<file path="src/rtl/pio_fifo_pair.sv">
// TX/RX FIFO pair for one PIO state machine: shared storage with join modes,
// fall-through heads, fill levels, sticky error flags and level interrupts.
module pio_fifo_pair #(
    parameter int WIDTH = 32,
    parameter int DEPTH = 4,
    localparam int LW = $clog2(2 * DEPTH) + 1
) (
    input  logic             clk,
    input  logic             reset,
    input  logic [1:0]       join_mode,
    input  logic             flush,

    input  logic             tx_push,
    input  logic [WIDTH-1:0] tx_din,
    output logic             tx_full,
    output logic [LW-1:0]    tx_level,
    input  logic             tx_pull,
    output logic [WIDTH-1:0] tx_dout,
    output logic             tx_empty,

    input  logic             rx_push,
    input  logic [WIDTH-1:0] rx_din,
    output logic             rx_full,
    output logic [LW-1:0]    rx_level,
    input  logic             rx_pull,
    output logic [WIDTH-1:0] rx_dout,
    output logic             rx_empty,

    input  logic [LW-1:0]    tx_thresh,
    input  logic [LW-1:0]    rx_thresh,
    output logic [3:0]       flags,
    input  logic [3:0]       flag_clr,
    output logic             irq_tx,
    output logic             irq_rx
);

    localparam int PW = $clog2(2 * DEPTH);
    localparam int ENTRIES = 2 * DEPTH;

    localparam logic [1:0] JOIN_NONE = 2'b00;
    localparam logic [1:0] JOIN_TX   = 2'b01;
    localparam logic [1:0] JOIN_RX   = 2'b10;

    localparam logic [LW-1:0] CAP_NORM = LW'(DEPTH);
    localparam logic [LW-1:0] CAP_JOIN = LW'(2 * DEPTH);
    localparam logic [PW-1:0] RX_BASE_NORM = PW'(DEPTH);

    logic [1:0]       join_q, join_d;
    logic [PW-1:0]    tx_rd_q, tx_rd_d, tx_wr_q, tx_wr_d;
    logic [PW-1:0]    rx_rd_q, rx_rd_d, rx_wr_q, rx_wr_d;
    logic [LW-1:0]    tx_level_q, tx_level_d;
    logic [LW-1:0]    rx_level_q, rx_level_d;
    logic [3:0]       flags_q, flags_d;
    logic [WIDTH-1:0] mem_q [ENTRIES];
    logic [WIDTH-1:0] mem_d [ENTRIES];

    logic             join_chg, clear;
    logic             tx_en, rx_en;
    logic [LW-1:0]    tx_cap, rx_cap;
    logic [PW-1:0]    rx_base;
    logic             tx_push_ok, tx_pull_ok, rx_push_ok, rx_pull_ok;
    logic [3:0]       flag_set;

    // Pointers are offsets inside the owning partition and wrap at its capacity.
    function automatic logic [PW-1:0] ptr_inc(input logic [PW-1:0] p, input logic [LW-1:0] cap);
        logic [PW-1:0] r;
        if ({1'b0, p} == cap - LW'(1)) begin
            r = '0;
        end else begin
            r = p + PW'(1);
        end
        return r;
    endfunction

    function automatic logic [LW-1:0] level_next(input logic [LW-1:0] lvl, input logic push_ok,
                                                 input logic pull_ok);
        logic [LW-1:0] r;
        case ({push_ok, pull_ok})
            2'b10:   r = lvl + LW'(1);
            2'b01:   r = lvl - LW'(1);
            default: r = lvl;
        endcase
        return r;
    endfunction

    always_comb begin
        join_chg = (join_mode != join_q);
        clear    = join_chg | flush;

        tx_en   = (join_q != JOIN_RX);
        rx_en   = (join_q != JOIN_TX);
        tx_cap  = (join_q == JOIN_TX) ? CAP_JOIN : CAP_NORM;
        rx_cap  = (join_q == JOIN_RX) ? CAP_JOIN : CAP_NORM;
        rx_base = (join_q == JOIN_RX) ? '0 : RX_BASE_NORM;

        tx_pull_ok = !clear && tx_pull && tx_en && (tx_level_q != '0);
        tx_push_ok = !clear && tx_push && tx_en && ((tx_level_q != tx_cap) || tx_pull_ok);
        rx_pull_ok = !clear && rx_pull && rx_en && (rx_level_q != '0);
        rx_push_ok = !clear && rx_push && rx_en && ((rx_level_q != rx_cap) || rx_pull_ok);

        // Operations swallowed by a flush or mode change are not errors.
        flag_set[0] = !clear && tx_push && !tx_push_ok;
        flag_set[1] = !clear && tx_pull && !tx_pull_ok;
        flag_set[2] = !clear && rx_push && !rx_push_ok;
        flag_set[3] = !clear && rx_pull && !rx_pull_ok;
        flags_d     = (flags_q & ~flag_clr) | flag_set;

        join_d = join_mode;

        if (clear) begin
            tx_rd_d    = '0;
            tx_wr_d    = '0;
            rx_rd_d    = '0;
            rx_wr_d    = '0;
            tx_level_d = '0;
            rx_level_d = '0;
        end else begin
            tx_rd_d    = tx_pull_ok ? ptr_inc(tx_rd_q, tx_cap) : tx_rd_q;
            tx_wr_d    = tx_push_ok ? ptr_inc(tx_wr_q, tx_cap) : tx_wr_q;
            rx_rd_d    = rx_pull_ok ? ptr_inc(rx_rd_q, rx_cap) : rx_rd_q;
            rx_wr_d    = rx_push_ok ? ptr_inc(rx_wr_q, rx_cap) : rx_wr_q;
            tx_level_d = level_next(tx_level_q, tx_push_ok, tx_pull_ok);
            rx_level_d = level_next(rx_level_q, rx_push_ok, rx_pull_ok);
        end

        mem_d = mem_q;
        if (tx_push_ok) begin
            mem_d[tx_wr_q] = tx_din;
        end
        if (rx_push_ok) begin
            mem_d[rx_base + rx_wr_q] = rx_din;
        end
    end

    always_ff @(posedge clk) begin
        if (!reset) begin
            join_q     <= JOIN_NONE;
            tx_rd_q    <= '0;
            tx_wr_q    <= '0;
            rx_rd_q    <= '0;
            rx_wr_q    <= '0;
            tx_level_q <= '0;
            rx_level_q <= '0;
            flags_q    <= '0;
        end else begin
            join_q     <= join_d;
            tx_rd_q    <= tx_rd_d;
            tx_wr_q    <= tx_wr_d;
            rx_rd_q    <= rx_rd_d;
            rx_wr_q    <= rx_wr_d;
            tx_level_q <= tx_level_d;
            rx_level_q <= rx_level_d;
            flags_q    <= flags_d;
        end
    end

    // Storage is never scrubbed; empty FIFOs mask their head to zero instead.
    always_ff @(posedge clk) begin
        mem_q <= mem_d;
    end

    assign tx_level = tx_en ? tx_level_q : '0;
    assign rx_level = rx_en ? rx_level_q : '0;
    assign tx_empty = !tx_en || (tx_level_q == '0);
    assign rx_empty = !rx_en || (rx_level_q == '0);
    assign tx_full  = !tx_en || (tx_level_q == tx_cap);
    assign rx_full  = !rx_en || (rx_level_q == rx_cap);
    assign tx_dout  = tx_empty ? '0 : mem_q[tx_rd_q];
    assign rx_dout  = rx_empty ? '0 : mem_q[rx_base + rx_rd_q];

    assign flags  = flags_q;
    assign irq_tx = tx_en && (tx_level_q <= tx_thresh);
    assign irq_rx = rx_en && (rx_thresh != '0) && (rx_level_q >= rx_thresh);

endmodule

</file>
<file path="config.mk">
export PLATFORM = sky130hd
export DESIGN_NAME = pio_fifo_pair
export DESIGN_NICKNAME = d
export VERILOG_FILES = /design/src/rtl/pio_fifo_pair.sv
export SDC_FILE = /design/constraint.sdc
export NUM_CORES = 1
export LEC_CHECK = 0
export ABC_AREA = 1
export CAP_MARGIN = 0
export CORE_ASPECT_RATIO = 0.5
export CORE_UTILIZATION = 35
export DETAILED_ROUTE_END_ITERATION = 10
export MAX_ROUTING_LAYER = met4
export PLACE_DENSITY = 0.48
export SLEW_MARGIN = 0
export SYNTH_ARGS = -nofsm -noshare
export SYNTH_HDL_FRONTEND = slang
export SYNTH_SLANG_ARGS = --single-unit
</file>
<file path="constraint.sdc">
create_clock -name clk -period 7.1 [get_ports clk]
set_clock_uncertainty 0.1 [all_clocks]
set_input_delay 1.42 -clock clk [delete_from_list [all_inputs] [get_ports clk]]
set_output_delay 1.42 -clock clk [all_outputs]
set_load 0.02 [all_outputs]
</file>
==> results.tsv <==
metric	value	unit
count_of_flip_flops_with_a_built_in_enable_after_synthesis	0	
grt_pass1_wl	136400	microns
crit_slowest_cell	sky130_fd_sc_hd__inv_2	
cts.repair_timing.setup_buffer_count	0	
cts-buffers-inserted	34	
min_from	flags[0]$_SDFF_PN0_	
netlist.top_cell.by_area	sky130_fd_sc_hd__dfxtp_1	
final_hold_viol_count	0	
synth_area_per_cell	5.680	sq um
ff2ff_path_depth	16	
highest_layer	met4	
power.total	6185	uW
setup_total_negative_slack	0	ns
dp_hpwl	50420	microns
rsz0062_at_grt	no	
routed-via-count	24440	
tritoncts_num_sinks	282	
synth_flop_cell	sky130_fd_sc_hd__dfxtp_1	
fillers	6570	
normalized_max_slew_margin	26.37	%
route.detailed.drc	0	
r2r_setup_slack	3.05	ns
lkg_pwr	0.01148	uW
worstReg2RegStart	join_q[0]$_SDFF_PN0_	
setup.worst_path.end_class	primary output	
drc_marker_count_from_the_first_detailed_route_iteration	2532	
most_frequent_cells_after_synthesis	1178 x sky130_fd_sc_hd__nand2_1, 587 x sky130_fd_sc_hd__o21ai_0, 530 x sky130_fd_sc_hd__nand3_1	
ys_warn_count	0	
detail_route.first_pass.iterations	5	
die_w	352.6	microns
place.port_buffers	166	
dieHeight	177.3	microns
met2_wirelength	38160	microns
wire_per_inst	19.52	microns
first_global_vias	22150	
path_max_fanout	39	
cp-start-kind	register	
postCtsResizedCells	0	
synthMostInstantiatedCell	sky130_fd_sc_hd__nand2_1	
achievable-frequency	0.1788	GHz
ratio_of_cells_with_drive_above_1_in_the_final_layout	3.690	%
tritoncts	yes	
outcome	finished clean	
power-per-cell-area	255.2	nW/um^2
cp.arrival	4.07	ns
cp_data_required_time	5.58	ns
area_enclosed_by_the_die_boundary	62530	sq um
worstHoldPathCells	2	
insertion_delay	0.54	ns
ys_seq_elements	282	
multi_input_comb_area	12690	sq um
ctsHtreeMaxLevel	2	
synth_top_cells_by_area	sky130_fd_sc_hd__dfxtp_1 26%, sky130_fd_sc_hd__nand2_1 21%, sky130_fd_sc_hd__o21ai_0 14%	
synth.net_count	3891	
wirelength_met1	43100	microns
globalRoute.totalOverflow	0	
synth-seq-area-share	26.24	%
core_area	59990	sq um
tightestPinTransition	1.104	ns
number_of_nets_with_antenna_violations_after_routing	0	
dr_wl_met3	6424	microns
maximum_number_of_pins_on_one_net_before_global_route_repair	179	
grt_antenna_before_repair	0	
syn2layout_area_growth	12.67	%
clockRootBuffer	sky130_fd_sc_hd__clkbuf_16	
ys_async_sr_fraction	0	%
routabilityCongestion	0.8108	
rows	63	
wl	89370	microns
timing.rr.end	tx_level_q[3]$_SDFFE_PP0P_	
cts.hold.buffers_added	0	
worst_hold_path_type	reg2reg	
slew_viol_final	0	
floorplan.io_pins	167	
synth_cell_type_count	33	
crit_path_max_incr_delay	0.80	ns
post_synthesis_instance_area	21520	sq um
floorplan.initialDensity	35.87	%
synth_top_cell_area_share	26.24	%
hold_path_end	flags[0]$_SDFF_PN0_	
worst_voltage_drop_across_the_vdd_grid	0.1292	mV
grt.total_usage	28.72	%
finalSetupViolations	0	
worstPathCellList	inv_2, nand2_2, inv_4, nand2_1, nand2_1, inv_2, buf_4, a211oi_1, nor3_1, clkdlybuf4s50_1	
timing.max_cap.violations	0	
clkTransAtPathRegs	0.06	ns
final_period_minus_worst_setup_slack	5.593	ns
avgViaCountPerCell	5.338	
crit_type	reg2out	
period_share	78.77	%
nNetsFinal	3845	
combined_flip_flop_and_latch_cell_area	5660	sq um
cts-root-to-sink-buffers	3	
gate_count_of_the_mapped_netlist	3788	
num_antenna_cells	0	
[cell type report]
class,instances,area share (%)
clock inverters,5,0.09291
well taps,812,4.191
multi-input cells,2738,52.33
repair buffers,206,8.248
clock buffers,56,4.320
flip-flops and latches,282,23.35
inverters,480,7.464
[logic make-up (layout without fill, tap and decap cells)]
group,count (synthesis),after routing,synth area share [%]
flip-flops,282,282,26.24
adder cells (fa/ha/maj),18,18,1.047
buffers and inverters,768,747,15.11
AO/OA/AOI/OAI,847,847,20.77
AND/OR/NAND/NOR,1866,1866,36.55
XOR/XNOR,7,7,0.2850
[registers in the layout (all words and copies together), names as in the netlist]
signal      cells
tx_rd_q         3
tx_level_q      4
rx_rd_q         3
tx_wr_q         3
flags           4
rx_wr_q         3
join_q          2
mem_q         256
rx_level_q      4
[per-stage QoR]
step	hold slack [ns]	util (%)	cells	worst slack [ns]	area [sq um]
2_1_floorplan	0.3825	-	3788	3.215	21520
3_5_place_dp	0.3757	38.63	4518	1.817	23170
5_1_grt	0.4046	40.41	4579	1.418	24240
3_3_place_gp	0.3642	38.63	4518	1.858	23170
4_1_cts	0.3836	40.41	4579	1.528	24240
6_report	0.3744	40.41	4579	1.507	24240
[report_power, final]
part           internal (uW)  switching [uW]  total [uW]  leakage (uW)
clock                   1010             793        1800      0.000523
sequential              2120             468        2590       0.00234
combinational            768            1020        1790       0.00862
total                   3900            2280        6190        0.0115
[cells in the final DEF (no fill, tap or decap), types with 5 or more instances in the layout]
cell,instances
sky130_fd_sc_hd__clkbuf_1,14
sky130_fd_sc_hd__dfxtp_1,278
sky130_fd_sc_hd__o211ai_1,35
sky130_fd_sc_hd__inv_1,461
sky130_fd_sc_hd__buf_4,37
sky130_fd_sc_hd__nand3_1,522
sky130_fd_sc_hd__nand3_2,11
sky130_fd_sc_hd__inv_2,16
sky130_fd_sc_hd__clkdlybuf4s50_1,166
sky130_fd_sc_hd__nor2_1,100
sky130_fd_sc_hd__a211oi_1,32
sky130_fd_sc_hd__a21oi_1,156
sky130_fd_sc_hd__nand2_1,1176
sky130_fd_sc_hd__o21ai_0,587
sky130_fd_sc_hd__a31oi_1,33
sky130_fd_sc_hd__clkbuf_16,37
sky130_fd_sc_hd__nand3_4,6
sky130_fd_sc_hd__ha_1,18
sky130_fd_sc_hd__nand2_2,5
sky130_fd_sc_hd__clkbuf_8,5
sky130_fd_sc_hd__nor3_1,34
[worst max-delay path by stage]
| stage | slack (ns) | start | endpoint |
|---|---|---|---|
| global route | 1.42 | join_q[0]$_SDFF_PN0_ | rx_dout[22] |
| floorplan | 3.22 | tx_thresh[1] | irq_tx |
| detailed placement | 1.82 | join_mode[1] | tx_level_q[3]$_SDFFE_PP0P_ |
| CTS | 1.53 | join_q[0]$_SDFF_PN0_ | rx_dout[22] |
| global placement | 1.86 | join_mode[1] | tx_level_q[3]$_SDFFE_PP0P_ |
| finish | 1.51 | join_q[0]$_SDFF_PN0_ | rx_dout[22] |
[critical path, delay by kind of cell, from the launching register on]
family / cells / cell delay, ns
DFF: 1 / 0.38
and+or+nand+nor: 4 / 0.76
AOI/OAI and AO/OA: 1 / 0.12
buffers and inverters: 5 / 2.18
[layer usage]
metal	up-vias	global-route usage [%]
met3	127	3.506
met1	11260	39.92
met5	-	-
li1	12140	-
met2	912	44.48
met4	0	6.105
Note: power is estimated with default switching activity, not from simulation.
